[config.mk]
export PLATFORM = sky130hd
export DESIGN_NAME = display_arbiter
export DESIGN_NICKNAME = d
export VERILOG_FILES = /design/src/rtl/display_arbiter_pkg.sv /design/src/rtl/display_arbiter_rr_pick3.sv /design/src/rtl/display_arbiter.sv
export SDC_FILE = /design/constraint.sdc
export NUM_CORES = 1
export LEC_CHECK = 0
export BUFFER_PORTS_ARGS = -buffer_cell sky130_fd_sc_hd__buf_2
export CAP_MARGIN = 30
export CORE_AREA = 2 2 79 111
export DETAILED_ROUTE_END_ITERATION = 8
export DIE_AREA = 0 0 81 113
export GPL_TIMING_DRIVEN = 0
export PLACE_DENSITY = 0.64
export SKIP_LAST_GASP = 1
export SYNTH_ARGS = -nofsm -noshare
export SYNTH_HDL_FRONTEND = slang
export SYNTH_SLANG_ARGS = --single-unit
[constraint.sdc]
create_clock -name clk -period 3 [get_ports clk]
set_input_delay 0.3 -clock clk [delete_from_list [all_inputs] [get_ports clk]]
set_output_delay 0.3 -clock clk [all_outputs]
set_load 0.01 [all_outputs]
[src/rtl/display_arbiter_pkg.sv]
// Shared types and constants for the display arbiter: FSM states, data layout, one-hot helper.
package display_arbiter_pkg;
   typedef enum logic [1:0] {IDLE = 2'd0, OWN = 2'd1, LINGER = 2'd2} state_t;

   localparam int NREQ    = 3;
   localparam int DAT_W   = 20;
   localparam int DIG_LSB = 4;
   localparam int DOT_LSB = 0;

   function automatic logic [1:0] oh2idx(input logic [NREQ-1:0] oh);
      oh2idx = oh[2] ? 2'd2 : (oh[1] ? 2'd1 : 2'd0);
   endfunction
endpackage

[src/rtl/display_arbiter_rr_pick3.sv]
// Three-way round-robin pick: searches ptr+1, ptr+2, ptr+3 (mod 3) over req with excl masked out.
module rr_pick3
   import display_arbiter_pkg::*;
(
   input  logic [NREQ-1:0] req,
   input  logic [1:0]      ptr,
   input  logic [NREQ-1:0] excl,
   output logic [NREQ-1:0] pick,
   output logic            valid
);
   logic [NREQ-1:0] elig;

   assign elig  = req & ~excl;
   assign valid = |elig;

   always_comb begin
      pick = '0;
      case (ptr)
         2'd0: begin
            if (elig[1])      pick = 3'b010;
            else if (elig[2]) pick = 3'b100;
            else if (elig[0]) pick = 3'b001;
         end
         2'd1: begin
            if (elig[2])      pick = 3'b100;
            else if (elig[0]) pick = 3'b001;
            else if (elig[1]) pick = 3'b010;
         end
         default: begin
            if (elig[0])      pick = 3'b001;
            else if (elig[1]) pick = 3'b010;
            else if (elig[2]) pick = 3'b100;
         end
      endcase
   end
endmodule

[src/rtl/display_arbiter.sv]
// Round-robin owner of the 4-digit display with minimum hold and time-slicing.
// Optional dot blink of the owner's dots is enabled with DISPLAY_ARBITER_BLINK_EN.
module display_arbiter
   import display_arbiter_pkg::*;
#(
   parameter int          HOLD_CYC  = 50_000_000,
   parameter logic [15:0] IDLE_HEX  = 16'h0000,
   parameter logic [3:0]  IDLE_DOTS = 4'hF,
   parameter int          BLINK_CYC = 25_000_000
) (
   input  logic             clk,
   input  logic             reset,
   input  logic [NREQ-1:0]  req,
   input  logic [DAT_W-1:0] dat0,
   input  logic [DAT_W-1:0] dat1,
   input  logic [DAT_W-1:0] dat2,
   input  logic [NREQ-1:0]  blink,
   output logic [NREQ-1:0]  gnt,
   output logic [3:0]       hexa3,
   output logic [3:0]       hexa2,
   output logic [3:0]       hexa1,
   output logic [3:0]       hexa0,
   output logic [3:0]       puntos4,
   output logic             busy
);
   localparam int            CW   = $clog2(HOLD_CYC + 1);
   localparam logic [CW-1:0] HOLD = CW'(HOLD_CYC);

   state_t           state_q, state_d;
   logic [CW-1:0]    cnt_q, cnt_d, cnt_inc;
   logic [1:0]       ptr_q, ptr_d;
   logic [NREQ-1:0]  gnt_q, gnt_d, pick, excl;
   logic [DAT_W-1:0] disp_q, disp_d, own_dat;
   logic             pick_vld, owner_req, expired, blink_on, phase;

   assign owner_req = |(req & gnt_q);
   assign expired   = (cnt_q >= HOLD);
   assign cnt_inc   = (cnt_q == HOLD) ? cnt_q : cnt_q + 1'b1;
   // Excluding the owner only matters when it is still requesting, i.e. a time-slice.
   assign excl      = (state_q == OWN) ? gnt_q : '0;

   rr_pick3 u_pick (
      .req   (req),
      .ptr   (ptr_q),
      .excl  (excl),
      .pick  (pick),
      .valid (pick_vld)
   );

`ifdef DISPLAY_ARBITER_BLINK_EN
   localparam int BW = (BLINK_CYC > 1) ? $clog2(BLINK_CYC) : 1;
   logic [BW-1:0] bcnt;

   always_ff @(posedge clk) begin
      if (!reset) begin
         bcnt  <= '0;
         phase <= 1'b0;
      end else if (bcnt == BW'(BLINK_CYC - 1)) begin
         bcnt  <= '0;
         phase <= ~phase;
      end else begin
         bcnt  <= bcnt + 1'b1;
      end
   end

   assign blink_on = |(blink & gnt_q);
`else
   logic unused_blink;
   assign unused_blink = ^blink;
   assign blink_on     = 1'b0;
   assign phase        = 1'b0;
`endif

   always_ff @(posedge clk) begin
      if (!reset) begin
         state_q <= IDLE;
         cnt_q   <= '0;
         ptr_q   <= 2'd2;
         gnt_q   <= '0;
         disp_q  <= {IDLE_HEX, IDLE_DOTS};
      end else begin
         state_q <= state_d;
         cnt_q   <= cnt_d;
         ptr_q   <= ptr_d;
         gnt_q   <= gnt_d;
         disp_q  <= disp_d;
      end
   end

   always_comb begin
      state_d = state_q;
      cnt_d   = cnt_q;
      ptr_d   = ptr_q;
      gnt_d   = gnt_q;
      case (state_q)
         IDLE: begin
            cnt_d = '0;
            if (pick_vld) begin
               state_d = OWN;
               gnt_d   = pick;
               ptr_d   = oh2idx(pick);
            end
         end
         OWN: begin
            cnt_d = cnt_inc;
            if (!owner_req && !expired) begin
               state_d = LINGER;
               gnt_d   = '0;
            end else if (expired && pick_vld) begin
               gnt_d = pick;
               ptr_d = oh2idx(pick);
               cnt_d = '0;
            end else if (!owner_req) begin
               state_d = IDLE;
               gnt_d   = '0;
               cnt_d   = '0;
            end
         end
         LINGER: begin
            cnt_d = cnt_inc;
            if (expired) begin
               cnt_d = '0;
               if (pick_vld) begin
                  state_d = OWN;
                  gnt_d   = pick;
                  ptr_d   = oh2idx(pick);
               end else begin
                  state_d = IDLE;
               end
            end
         end
         default: begin
            state_d = IDLE;
            cnt_d   = '0;
            gnt_d   = '0;
         end
      endcase
   end

   // Display follows the owner one edge behind the grant and freezes once the owner lets go.
   always_comb begin
      own_dat = ({DAT_W{gnt_q[0]}} & dat0) | ({DAT_W{gnt_q[1]}} & dat1) |
                ({DAT_W{gnt_q[2]}} & dat2);
      disp_d  = disp_q;
      if (state_d == IDLE) begin
         disp_d = {IDLE_HEX, IDLE_DOTS};
      end else if (state_q == OWN && state_d == OWN && owner_req) begin
         disp_d = own_dat;
         if (blink_on)
            disp_d[DOT_LSB +: 4] = own_dat[DOT_LSB +: 4] ^ {4{phase}};
      end
   end

   assign gnt     = gnt_q;
   assign busy    = (state_q != IDLE);
   assign hexa3   = disp_q[DIG_LSB + 12 +: 4];
   assign hexa2   = disp_q[DIG_LSB + 8  +: 4];
   assign hexa1   = disp_q[DIG_LSB + 4  +: 4];
   assign hexa0   = disp_q[DIG_LSB      +: 4];
   assign puntos4 = disp_q[DOT_LSB      +: 4];
endmodule

==> flow_summary.json <==
{
  "status": "complete, no violations",
  "via_count": 3089,
  "final_nets": 527,
  "synth-warning-count": 0,
  "gr-total-overflow": 0,
  "grtUsageMet2_pct": 31.57,
  "mostFrequentLayoutCell": "buf_2",
  "post_synth.cell_area_avg_sq_um": 8.391,
  "rsz0062_at_grt": "no",
  "reg2reg_depth": 10,
  "die_h_um": 113,
  "busiest_layer": "met2",
  "place.detailed.hpwl_mm": 6.102,
  "cts_resized": 0,
  "drtIter0Drc": 210,
  "synth_cell_types": 49,
  "maxCapViolations": 0,
  "min-delay-start": "reset",
  "dr.pass1.iters": 9,
  "required_ns": 3.22,
  "final_util_pct": 45.88,
  "slowest_stage": "dfxtp_1",
  "crit_path_end_kind": "register",
  "antenna_found_initial": 0,
  "synth_seq_cells": 53,
  "clock_latency_ns": 0.29,
  "cts_root_buf": "clkbuf_16",
  "netlist_area_sq_mm": 0.003004,
  "grt_usage_pct": 17.18,
  "io_buffer_count": 88,
  "wl_per_cell_um": 14.52,
  "hold_path_end": "ptr_q[1]",
  "async_reset_ff_share_pct": 0,
  "die_area_sq_mm": 0.009153,
  "initial_core_util_pct": 37.09,
  "cts-buffers-inserted": 5,
  "crit_family": "simple AND/OR/NAND/NOR gates",
  "period_minus_slack_ns": 2.760,
  "fin_setup_tns_ns": 0,
  "post-cts-setup-buffers": 0,
  "globalRouteMet3Util_pct": 2.552,
  "grt_pass1_vias": 2876,
  "critPathMaxStageDelay_ns": 0.48,
  "io_pins": 92,
  "cp_max_fo": 10,
  "p_sw_uw": 717.7,
  "hold_viol": 0,
  "synthesis.nets": 432,
  "place_ws_ns": 0.3038,
  "antennaDiodeCount": 0,
  "htree_levels": 2,
  "comb_power_share_pct": 32.6,
  "regToRegSetupSlack_ns": 0.24,
  "worstMarginPinSlew_ns": 0.6679,
  "synth_flop_cell": "dfxtp_1",
  "synthToLayoutAreaGrowth_pct": 23.70,
  "powerDensity_mw_per_mm2": 539.1,
  "netlist_instances": 358,
  "postPlaceCellArea_sq_mm": 0.003572,
  "grt_max_degree": 17,
  "stdcell_area_sq_mm": 0.003716,
  "drtAntennaViolNets": 0,
  "slew_viol_final": 0,
  "irDropWorstVdd_mv": 0.3842,
  "drt_wl_total_mm": 8.074,
  "critPathLaunchType": "register",
  "fmax_ghz": 0.3623,
  "setup_viol": 0,
  "holdPathStages": 2,
  "cts_hold_buf": 0,
  "hold_class": "in2reg",
  "ys_seq_area_share_pct": 35.32,
  "p_leak_uw": 0.001379,
  "pwr-share-clk_pct": 28.1,
  "gp_congestion": 0.9175,
  "met1_usage_pct": 19.45,
  "post-route-period-util_pct": 92.01,
  "clockBufferDepth": 2,
  "fin_skew_ns": 0.008616,
  "critPathKind": "reg2reg",
  "cts.clk_slew.worst_paths_ns": 0.07,
  "arrival_ns": 2.98,
  "max-slew-margin-rel_pct": 55.47,
  "r2r_end": "disp_q[16]",
  "drive_gt1_share_pct": 26.21,
  "p_int_uw": 1285,
  "row_count": 39,
  "path_cells": "ha_1, clkbuf_1, nor2b_1, o21ai_0, o21ai_0, nor3_2, or3_1, buf_6, buf_6, o211ai_2",
  "sequentialPowerShare_pct": 39.3,
  "via_per_inst": 5.556,
  "setup_slack_ns": 0.2398,
  "drcViolationCount": 0,
  "core-area_sq_mm": 0.008100,
  "die_w_um": 81,
  "power.share.switching_pct": 35.83,
  "clock_sinks": 53,
  "synth_edf_count": 0,
  "r2r-start": "state_q[0]",
  "cts_tree": "built",
  "critical_path_buf_inv_count": 3,
  "layout_common_cells": "90 x buf_2, 53 x dfxtp_1, 47 x nor2_1, 38 x nand2_1, 28 x nand3_1",
  "grt_pass1_wl_mm": 12.63
}
## power groups by stage
stage	clock network, uW	registers (uW)	logic (uW)
6_report	564	786	653
5_1_grt	619	790	719
4_1_cts	587	785	651
3_5_place_dp	0	802	647
3_3_place_gp	0	798	632
2_1_floorplan	0	793	434
## Yosys cell counts, types with 7 or more instances
master / n / area (sq um)
nand2_1: 38 / 142.6
nand3_1: 28 / 140.1
a222oi_1: 21 / 210.2
nor4_1: 8 / 50.05
xnor2_1: 14 / 122.6
xor2_1: 11 / 96.34
or3_1: 17 / 106.4
nor2_1: 47 / 176.4
inv_1: 7 / 26.28
o211ai_2: 10 / 125.1
clkbuf_1: 20 / 75.07
dfxtp_1: 53 / 1061
## state kept, by name (all words and copies together), names as in the netlist
register	count
cnt_q	26
disp_q	20
gnt	3
ptr_q	2
state_q	2
## metrics by stage
| step | total power, uW | cells | hold WS, ns |
|---|---|---|---|
| global route | 2127 | 556 | 0.2398 |
| finish | 2003 | 556 | 0.2329 |
| global placement | 1430 | 548 | 0.4925 |
| CTS | 2024 | 556 | 0.2337 |
| detailed placement | 1449 | 548 | 0.5045 |
| floorplan | 1227 | 358 | 0.3619 |
## layer usage
metal / share of wire, % / up-vias
met5: 0 / -
met4: 1.3 / 0
met3: 6.8 / 10
met2: 51 / 119
met1: 41 / 1436
li1: - / 1524
## how the worst max path moves through the flow
stage	from	slack [ns]	cells past startpoint	to
2_1_floorplan	cnt_q[0]	0.71	11	disp_q[10]
3_3_place_gp	state_q[0]	0.37	10	disp_q[17]
3_5_place_dp	state_q[0]	0.30	10	disp_q[16]
4_1_cts	state_q[0]	0.28	10	disp_q[16]
5_1_grt	state_q[0]	0.06	10	disp_q[17]
6_report	state_q[0]	0.24	10	disp_q[16]
## cell families after synthesis
logic type	count (synthesis)	share of synthesized area [%]
flops	53	35.32
fa+ha+maj	6	2.499
mux	3	0.9996
compound gates	69	20.78
simple gates	171	28.65
xor+xnor	25	7.289
buf+inv	31	4.457
## area by class of cell
type / count / area, sq um
Buffer: 24 / 107.6
Fill cell: 827 / 4384
Sequential cell: 53 / 1061
Tap cell: 102 / 127.6
Timing Repair Buffer: 88 / 440.4
Clock buffer: 6 / 128.9
Multi-Input combinational cell: 274 / 1809
Clock inverter: 2 / 15.01
Inverter: 7 / 26.28
Power figures use the tool's default switching activity.
